--- src/rtl/linear_recurrence_gen.sv ---
// linear_recurrence_gen: streams len terms of x[n] = x[n-1] + ... + x[n-k] from programmable seeds.
// Build option: define LINREC_SATURATE_EN to clamp overflowing terms to all-ones instead of wrapping.
//
// state | meaning
// IDLE  | waiting for a legal start; stream outputs idle
// RUN   | emitting terms; ends on last handshake or abort
module linear_recurrence_gen #(
  parameter int SEQ_BITS  = 32,
  parameter int MAX_ORDER = 4,
  parameter int LEN_BITS  = 16
) (
  input  logic                                 clk,
  input  logic                                 rst_n,
  input  logic                                 start,
  input  logic                                 abort,
  input  logic [LEN_BITS-1:0]                  len,
  input  logic [$clog2(MAX_ORDER+1)-1:0]       order,
  input  logic [MAX_ORDER*SEQ_BITS-1:0]        seed,
  output logic [SEQ_BITS-1:0]                  m_data,
  output logic                                 m_valid,
  input  logic                                 m_ready,
  output logic                                 m_last,
  output logic [LEN_BITS-1:0]                  m_index,
  output logic                                 busy,
  output logic                                 done,
  output logic                                 overflow
);

  localparam int ORD_W = $clog2(MAX_ORDER+1);
  localparam int SUM_W = SEQ_BITS + $clog2(MAX_ORDER);
  localparam int WIN_W = MAX_ORDER*SEQ_BITS;

  typedef enum logic {IDLE, RUN} state_t;

  state_t                state_q, state_d;
  logic [WIN_W-1:0]      win_q, win_step, win_seed;
  logic [LEN_BITS-1:0]   len_q;
  logic [ORD_W-1:0]      order_q;
  logic [SUM_W-1:0]      sum;
  logic [SEQ_BITS-1:0]   term;
  logic                  sum_ovf, term_in_range;
  logic                  order_ok, hs, accept, end_run;

  assign busy     = (state_q == RUN);
  assign m_valid  = (state_q == RUN);
  assign m_data   = win_q[SEQ_BITS-1:0];
  assign m_last   = m_valid && (m_index == len_q - 1'b1);
  assign hs       = m_valid && m_ready;
  assign order_ok = (order >= ORD_W'(2)) && (order <= ORD_W'(MAX_ORDER));
  // Term produced by this handshake has index m_index+k; only those that will be emitted flag overflow.
  assign term_in_range = ({1'b0, m_index} + (LEN_BITS+1)'(order_q)) < {1'b0, len_q};

  always_comb begin
    state_d = state_q;
    accept  = 1'b0;
    end_run = 1'b0;
    case (state_q)
      IDLE: begin
        if (start && (len != '0) && order_ok) begin
          accept  = 1'b1;
          state_d = RUN;
        end
      end
      RUN: begin
        if (abort || (hs && m_last)) begin
          end_run = 1'b1;
          state_d = IDLE;
        end
      end
      default: state_d = IDLE;
    endcase
  end

  // Window slots at and above k are always zero, so summing every slot gives the order-k sum.
  always_comb begin
    sum = '0;
    for (int i = 0; i < MAX_ORDER; i++)
      sum += SUM_W'(win_q[i*SEQ_BITS +: SEQ_BITS]);
    sum_ovf = |sum[SUM_W-1:SEQ_BITS];
`ifdef LINREC_SATURATE_EN
    term = sum_ovf ? '1 : sum[SEQ_BITS-1:0];
`else
    term = sum[SEQ_BITS-1:0];
`endif
    win_step = win_q >> SEQ_BITS;
    for (int i = 0; i < MAX_ORDER; i++)
      if (ORD_W'(i) == order_q - 1'b1)
        win_step[i*SEQ_BITS +: SEQ_BITS] = term;
    win_seed = '0;
    for (int i = 0; i < MAX_ORDER; i++)
      if (ORD_W'(i) < order)
        win_seed[i*SEQ_BITS +: SEQ_BITS] = seed[i*SEQ_BITS +: SEQ_BITS];
  end

  always_ff @(posedge clk) begin
    if (!rst_n) begin
      state_q  <= IDLE;
      win_q    <= '0;
      len_q    <= '0;
      order_q  <= '0;
      m_index  <= '0;
      done     <= 1'b0;
      overflow <= 1'b0;
    end else begin
      state_q <= state_d;
      done    <= end_run;
      if (accept) begin
        win_q    <= win_seed;
        len_q    <= len;
        order_q  <= order;
        m_index  <= '0;
        overflow <= 1'b0;
      end else if (hs) begin
        win_q   <= win_step;
        m_index <= m_index + 1'b1;
        if (sum_ovf && term_in_range)
          overflow <= 1'b1;
      end
    end
  end

endmodule

--- config.mk ---
export PLATFORM = sky130hd
export DESIGN_NAME = linear_recurrence_gen
export DESIGN_NICKNAME = d
export VERILOG_FILES = /design/src/rtl/linear_recurrence_gen.sv
export SDC_FILE = /design/constraint.sdc
export NUM_CORES = 1
export LEC_CHECK = 0
export CAP_MARGIN = 40
export CORE_ASPECT_RATIO = 2
export CORE_MARGIN = 4
export CORE_UTILIZATION = 42
export DETAILED_ROUTE_END_ITERATION = 10
export HOLD_SLACK_MARGIN = 0.06
export PLACE_DENSITY = 0.68
export SLEW_MARGIN = 20
export SYNTH_ARGS = -nofsm -noshare
export SYNTH_HDL_FRONTEND = slang
export SYNTH_SLANG_ARGS = --single-unit
--- constraint.sdc ---
create_clock -name clk -period 8.6 [get_ports clk]
set_input_delay 0.86 -clock clk [delete_from_list [all_inputs] [get_ports clk]]
set_output_delay 0.86 -clock clk [all_outputs]
set_load 0.1 [all_outputs]
==> metrics.md, run 1 <==
| Metric | Value |
|---|---|
| Clock transition at path regs | `0.07 ns` |
| Mapped Cells | `1681` |
| Grt total ovfl | `0` |
| Area of the multi-input gates | `8310 µm²` |
| WL per Instance | `21.0 µm` |
| Fill count | `2886` |
| Cts hold-fix bufs | `0` |
| Layout cell share with drive strength beyond 1 | `7.71%` |
| Class of the worst hold path | `register to register` |
| DP Cell Count | `2177` |
| Critical path capture point type | `register` |
| Leakage power | `6.60 nW` |
| Post-CTS setup buffers | `0` |
| Setup TNS | `0 ns` |
| Utilization after layout | `54.2%` |
| Drt initial violations | `between 900 and 1000` |
| Crit Path Max Fanout | `4` |
| H-tree depth | `4` |
| Final hold viol count | `0` |
| Final std cells w/o fill | `~2200` |
| CP Launch Type | `register` |
| GR Util All Layers | `between 20 and 30%` |
| Nets | `between 2000 and 2500` |
| Async SR Flop Fraction | `0%` |
| RSZ-0062 raised after global routing | `false` |
| Mapped cell area | `13100 µm²` |
| Outcome | `completed` |
| Worst-skew pair later-pin latency | `about 0.46 ns` |
| MaxCap Viol Count | `0` |
| Largest net degree at the start of global routing | `82` |
| CP required | `8.96 ns` |
| CTS tree | `done` |
| Synth-to-layout area growth | `27.3%` |
| Unique masters post-synth | `79` |
| Peak VDD IR | `~0.00016 V` |
| Final Total Pwr | `between 2 and 3 mW` |
| Starting Density | `between 40% and 50%` |
| RD Place Congestion | `0.947` |
| Chip Width | `133 µm` |
| DRT Pass-1 Iters | `6` |
| Avg Vias per Cell | `between 5 and 6` |
| Antenna violations before repair | `0` |
| Vias in the first global route | `~13000` |
| Post-Syn Area per Cell | `7.78 µm²` |
| Warnings from Yosys | `0` |
| Setup CP Type | `register to register` |
| I/O pin count | `205` |
| Drt total wl | `46400 µm` |
| Fmax | `0.222 GHz` |
| Number of synthesized flops with an enable pin | `0` |
| Rows | `a little over 90` |
| Core area | `between 30000 and 40000 µm²` |
| Slew at the pin closest to its max-slew limit | `0.803 ns` |
| Fin crit share | `52.3%` |
| Final setup vio count | `0` |
| Via count | `13200` |
| Min cycle time layout | `4.50 ns` |
| Design area | `16700 µm²` |
| Clock Path Buffers | `2` |
| Die Y-Extent | `about 260 µm` |
| Inserted Diodes | `0` |
| Worst slew margin | `between 40% and 50%` |
| Pins Over Slew Limit | `0` |
| Root Buffer Master | `clkbuf_16` |
| DRC errors left | `0` |
| Register area | `3320 µm²` |
| Post-cts resize count | `0` |
| # clock sinks | `around 170` |
| Synthesized flop and latch total | `around 170` |
| Die area | `34200 µm²` |
| Worst EP arrival | `a little under 5 ns` |
| Antenna viol nets, final | `0` |
| Sequential area share after synthesis | `25.4%` |
| Post-Syn Nets | `1952` |
| Port Buffer Count | `204` |
| CTS buffer count | `17` |
| DP HPWL | `34500 µm` |
| Top_reg_cell synth | `dfxtp_1` |
| Global-route wire length before repair | `72300 µm` |
| Final clock skew | `0.0113 ns` |
| Placed instance area | `~16000 µm²` |
| PwrDens | `about 170 nW/µm²` |
worst paths after layout:
path	start	to	slack [ns]	cells past startpoint
setup reg to reg	win_q[2]$_SDFFE_PN0P_	win_q[84]$_SDFFE_PN0P_	4.10	13
hold / removal	win_q[78]$_SDFFE_PN0P_	win_q[46]$_SDFFE_PN0P_	0.49	2
setup / recovery	win_q[2]$_SDFFE_PN0P_	win_q[84]$_SDFFE_PN0P_	4.10	13
hold reg to reg	win_q[78]$_SDFFE_PN0P_	win_q[46]$_SDFFE_PN0P_	0.49	2
stage by stage:
step | setup WS, ns | hold WS [ns]
after global placement | 4.15 | 0.482
after CTS | 4.21 | 0.492
after global routing | 3.99 | 0.521
final | 4.10 | 0.490
after floorplan | 3.83 | 0.450
after detailed placement | 4.08 | 0.482
Yosys cell counts, drive strengths merged, types with 4 or more instances:
cell	count	share of area, %
a32oi	4	0.27
o211ai	64	3.7
o211a	8	0.61
o21ai	75	2.9
buf	51	2.5
o221ai	5	0.33
nand2	170	4.9
and3	11	0.53
a211oi	51	3.0
ha	54	5.2
nor3	29	1.1
nand2b	6	0.29
a21oi	156	6.0
and3b	4	0.28
nor2	84	2.4
xnor2	37	2.5
fa	65	9.9
mux2i	5	0.38
mux2	4	0.34
a21boi	4	0.23
inv	207	5.9
o21bai	6	0.34
o21a	8	0.46
xor2	26	1.7
a311o	5	0.38
or3	6	0.30
o311ai	8	0.54
a21o	30	1.7
a311oi	6	0.45
and2	6	0.30
nor2b	5	0.24
dfxtp	166	25
a221oi	44	3.0
a31oi	15	0.72
o2111a	5	0.43
clkbuf	102	2.9
nand4	20	0.96
nor4	13	0.78
nand3	65	2.5
o31ai	5	0.29
a2111oi	8	0.77
a41oi	4	0.33
report_power, final:
group | switching [mW] | internal (mW) | leakage, nW
Clock | 0.342 | 0.413 | 0.273
Combinational | 0.711 | 0.451 | 4.97
Sequential | 0.0416 | 0.824 | 1.36
layout by cell type, fill, tap and decap left out, types with 17 or more instances in the layout:
cell type | synthesis | layout
clkbuf_16 | 0 | 17
xor2_1 | 26 | 26
nand3_1 | 65 | 65
a211oi_1 | 49 | 49
dfxtp_1 | 166 | 166
a21o_1 | 29 | 29
buf_4 | 34 | 20
o211ai_1 | 64 | 64
a21oi_1 | 156 | 155
inv_1 | 207 | 206
xnor2_1 | 37 | 37
clkdlybuf4s50_1 | 0 | 203
ha_1 | 54 | 54
nor2_1 | 84 | 82
nor3_1 | 29 | 29
a221oi_1 | 42 | 42
nand2_1 | 170 | 169
fa_1 | 65 | 65
o21ai_0 | 74 | 74
nand4_1 | 20 | 20
buf_8 | 0 | 42
area by class of cell:
class / count / area share [%]
clock buffer: 21 / 2.76
timing repair buffer: 281 / 19.4
tap: 372 / 2.79
sequential: 166 / 20.0
inverter: 207 / 4.67
clock inverter: 11 / 0.601
multi-input combinational: 1155 / 49.9
logic make-up (layout without fill, tap and decap cells):
| family | count (synthesis) | after routing | synth area share [%] |
|---|---|---|---|
| AO/OA/AOI/OAI | 528 | 528 | 27.6 |
| XOR/XNOR | 63 | 63 | 4.22 |
| flip-flops | 166 | 166 | 25.4 |
| multiplexers | 9 | 9 | 0.727 |
| adder cells (fa/ha/maj) | 119 | 119 | 15.1 |
| AND/OR/NAND/NOR | 436 | 436 | 15.6 |
| buffers and inverters | 360 | 520 | 11.3 |
sequential cells by signal (all words and copies together) (netlist names):
name,flops
win_q,128
done,1
order_q,3
busy,1
m_index,16
overflow,1
len_q,16
critical path, stage by stage, from the launching register on:
cell and delay, ns:
dfxtp_1 0.36, inv_1 0.07, fa_1 0.51, fa_1 0.51
inv_1 0.07, ha_1 0.31, a211oi_1 0.32, o21bai_1 0.15
a211oi_1 0.50, nor3_1 0.19, o2111a_1 0.30, a311oi_1 0.67
nand2_1 0.12, a221oi_1 0.31
routing by layer:
| layer | share of wire (%) | GRT usage [%] |
|---|---|---|
| met3 | 5.7 | 3.78 |
| met2 | 53 | 49.1 |
| met1 | 35 | 28.4 |
| met4 | 6.6 | 17.3 |
| met5 | 0 | 0 |
Power figures use the tool's default switching activity.
==> run 2: changes to the inputs <==
- clock period: 8.6 -> 4.3 ns (I/O delays scaled with it)
==> run 2 against run 1 <==
Clock-buffer cell count is 2 lower; power grew 100%; maximum frequency is 8.1% higher; sequential power is 100% higher; flip-flop and latch count stayed put; sequential share of layout area shrank 0.18 points; global-route usage decreased by 0.26 points; setup slack got worse by 4.0 ns.
==> metrics.md, run 2 (synthesis gave the netlist of run 1 again) <==
| Metric | Value |
|---|---|
| Slowest CP cell | `fa_1` |
| CP delay by family, top | `adder cells` |
| DP HPWL | `35000 µm (+1.3%)` |
| DRT Pass-1 Iters | `5 (-1)` |
| Largest regs | `win_q x128, len_q x16, m_index x16` |
| Min cycle time layout | `4.16 ns (-0.338 ns)` |
| Clock transition at path regs | `0.07 ns (about the same)` |
| Critical path capture point type | `register` |
| Switching Fraction | `39.5% (+0.18 points)` |
| Final clock skew | `0.0181 ns (+0.00678 ns)` |
| Switching power | `2.22 mW (+100%)` |
| Drt initial violations | `947 (-2.8%)` |
| Fill count | `2834 (-1.8%)` |
| Die area | `34200 µm² (unchanged)` |
| Crit path buf inv count | `2 (unchanged)` |
| Worst slew margin | `41.6% (-4.4 points)` |
| WL per Instance | `20.7 µm (-1.3%)` |
| MaxCap Viol Count | `0 (unchanged)` |
| Clk network pwr share | `27.2% (about the same)` |
| # clock sinks | `166 (unchanged)` |
| Most frequent cells in the layout | `inv_1, clkdlybuf4s50_1, nand2_1` |
| Pins Over Slew Limit | `0 (unchanged)` |
| Pre-CTS setup slack | `0.169 ns (-3.92 ns)` |
| Avg Vias per Cell | `5.96 (-0.34%)` |
| Global-route wire length before repair | `72100 µm (-0.22%)` |
| Top reg by flops | `win_q` |
| Rows | `91 (unchanged)` |
| CTS tree | `done` |
| Combinational group share of total power | `42.0% (+0.2 points)` |
| Synth-to-layout area growth | `28.5%` |
| Commonest non-fill, non-tap cell in the layout | `inv_1` |
| Crit Path Max Fanout | `4 (unchanged)` |
| Via count | `13300 (+0.15%)` |
| Leakage power | `6.67 nW (+1.1%)` |
| Vias in the first global route | `13500 (+0.52%)` |
| Nets | `2109 (+0.48%)` |
| Final setup vio count | `0 (unchanged)` |
| Die Y-Extent | `258 µm (unchanged)` |
| Class of the worst hold path | `register to register` |
| Min Hold Slack | `0.483 ns (-0.00709 ns)` |
| Reg power frac | `30.8% (-0.3 points)` |
| Slew at the pin closest to its max-slew limit | `0.874 ns (+0.0716 ns)` |
| Clock Path Buffers | `2 (unchanged)` |
| Drt total wl | `46100 µm (-0.84%)` |
| RD Place Congestion | `0.944 (-0.35%)` |
| Largest net degree at the start of global routing | `62 (-24%)` |
| Port Buffer Count | `204 (unchanged)` |
| Starting Density | `42.6% (unchanged)` |
| Worst EP arrival | `4.49 ns (-0.37 ns)` |
| Final hold viol count | `0 (unchanged)` |
| CP Launch Type | `register` |
| Max FFs per register | `128 (unchanged)` |
| Setup TNS | `0 ns (unchanged)` |
| Antenna violations before repair | `1 (+1)` |
| Utilization after layout | `54.7% (+0.48 points)` |
| Final Total Pwr | `5.61 mW (+100%)` |
| Peak VDD IR | `0.000292 V (+88%)` |
| CP required | `4.62 ns (-4.34 ns)` |
| Worst setup margin | `0.136 ns (-3.96 ns)` |
| Fmax | `0.240 GHz (+8.1%)` |
| Grt total ovfl | `0 (unchanged)` |
| Worst-skew pair later-pin latency | `0.47 ns (about the same)` |
| Cts hold-fix bufs | `0 (unchanged)` |
| DRC errors left | `0 (unchanged)` |
| CP cell instances | `inv_1 > fa_1 > fa_1 > inv_1 > ha_1 > fa_1 > a21o_1 > nand4_1 > a31o_1 > a2111o_1 > a211oi_4 > or2_2 > a311oi_2 > o21ai_0` |
| CP peak stage delay | `0.51 ns (-0.16 ns)` |
| Antenna viol nets, final | `0 (unchanged)` |
| Chip Width | `133 µm (unchanged)` |
| Cell Int Power | `3.39 mW (+100%)` |
| CTS buffer count | `17 (unchanged)` |
| Outcome | `completed` |
| Most frequent CP cell | `fa_1` |
| Layout cell share with drive strength beyond 1 | `8.59% (+0.88 points)` |
| Root Buffer Master | `clkbuf_16` |
| GR Util All Layers | `26.6% (-0.26 points)` |
| Core area | `30700 µm² (unchanged)` |
| PwrDens | `334 nW/µm² (+100%)` |
| Setup CP Type | `register to register` |
| Fin crit share | `96.8% (+44 points)` |
| H-tree depth | `4 (unchanged)` |
| RSZ-0062 raised after global routing | `true` |
| I/O pin count | `205 (unchanged)` |
==> run 2: cell count changes in the layout (fill, tap and decap cells not counted), moves of 2 or more <==
cell      before  now
o21ai_1        1    5
buf_16        14   18
buf_4         20   34
buf_8         42   35
clkinv_4       3    1
inv_6          1    3
o21ai_0       74   70
==> run 2: tightest hold or removal path, cell delays in order, from the launching register on <==
cell	delay (ns)
dfxtp_1	0.31
nand2_1	0.06
a31oi_1	0.07
==> run 2: power groups by stage <==
stage | logic [mW] | clock network, mW | registers, mW
floorplan | 1.58 | 0 | 1.74
global placement | 2.16 | 0 | 1.76
detailed placement | 2.31 | 0 | 1.76
CTS | 2.33 | 1.55 | 1.73
global route | 2.57 | 1.60 | 1.74
finish | 2.35 | 1.53 | 1.73
==> run 2: cell type report <==
type,instances,area [µm²],share of cell area [%]
Clock inverter,13,119,0.707
Antenna cell,1,2.50,0.0149
Timing Repair Buffer,291,3320,19.8
Tap cell,372,465,2.77
Clock buffer,19,443,2.64
Inverter,207,778,4.63
Sequential cell,166,3320,19.8
Multi-Input combinational cell,1155,8350,49.7
==> run 2: through the flow <==
step	cell area [µm²]	std cells
2_1_floorplan	13100	1681
3_3_place_gp	15200	2136
3_5_place_dp	16200	2190
4_1_cts	16800	2222
5_1_grt	16800	2224
6_report	16800	2224
==> run 2: worst paths after layout <==
kind / start / to / slack, ns / depth (start not counted)
setup / recovery: win_q[1]$_SDFFE_PN0P_ / win_q[127]$_SDFFE_PN0P_ / 0.14 / 14
hold / removal: win_q[78]$_SDFFE_PN0P_ / win_q[46]$_SDFFE_PN0P_ / 0.48 / 2
setup reg to reg: win_q[1]$_SDFFE_PN0P_ / win_q[127]$_SDFFE_PN0P_ / 0.14 / 14
hold reg to reg: win_q[78]$_SDFFE_PN0P_ / win_q[46]$_SDFFE_PN0P_ / 0.48 / 2
==> run 2: layer usage <==
metal	track usage, %	vias to the layer above	routed length [µm]
met2	49.2	535	24200
met5	0	-	0
li1	-	6218	-
met3	3.96	152	2720
met4	15.8	0	2840
met1	28.0	6360	16300
==> run 2: repair_timing <==
item,CTS,global route
endpoints found under the setup margin,0,10
buffers inserted,0,1
resized for setup,0,11
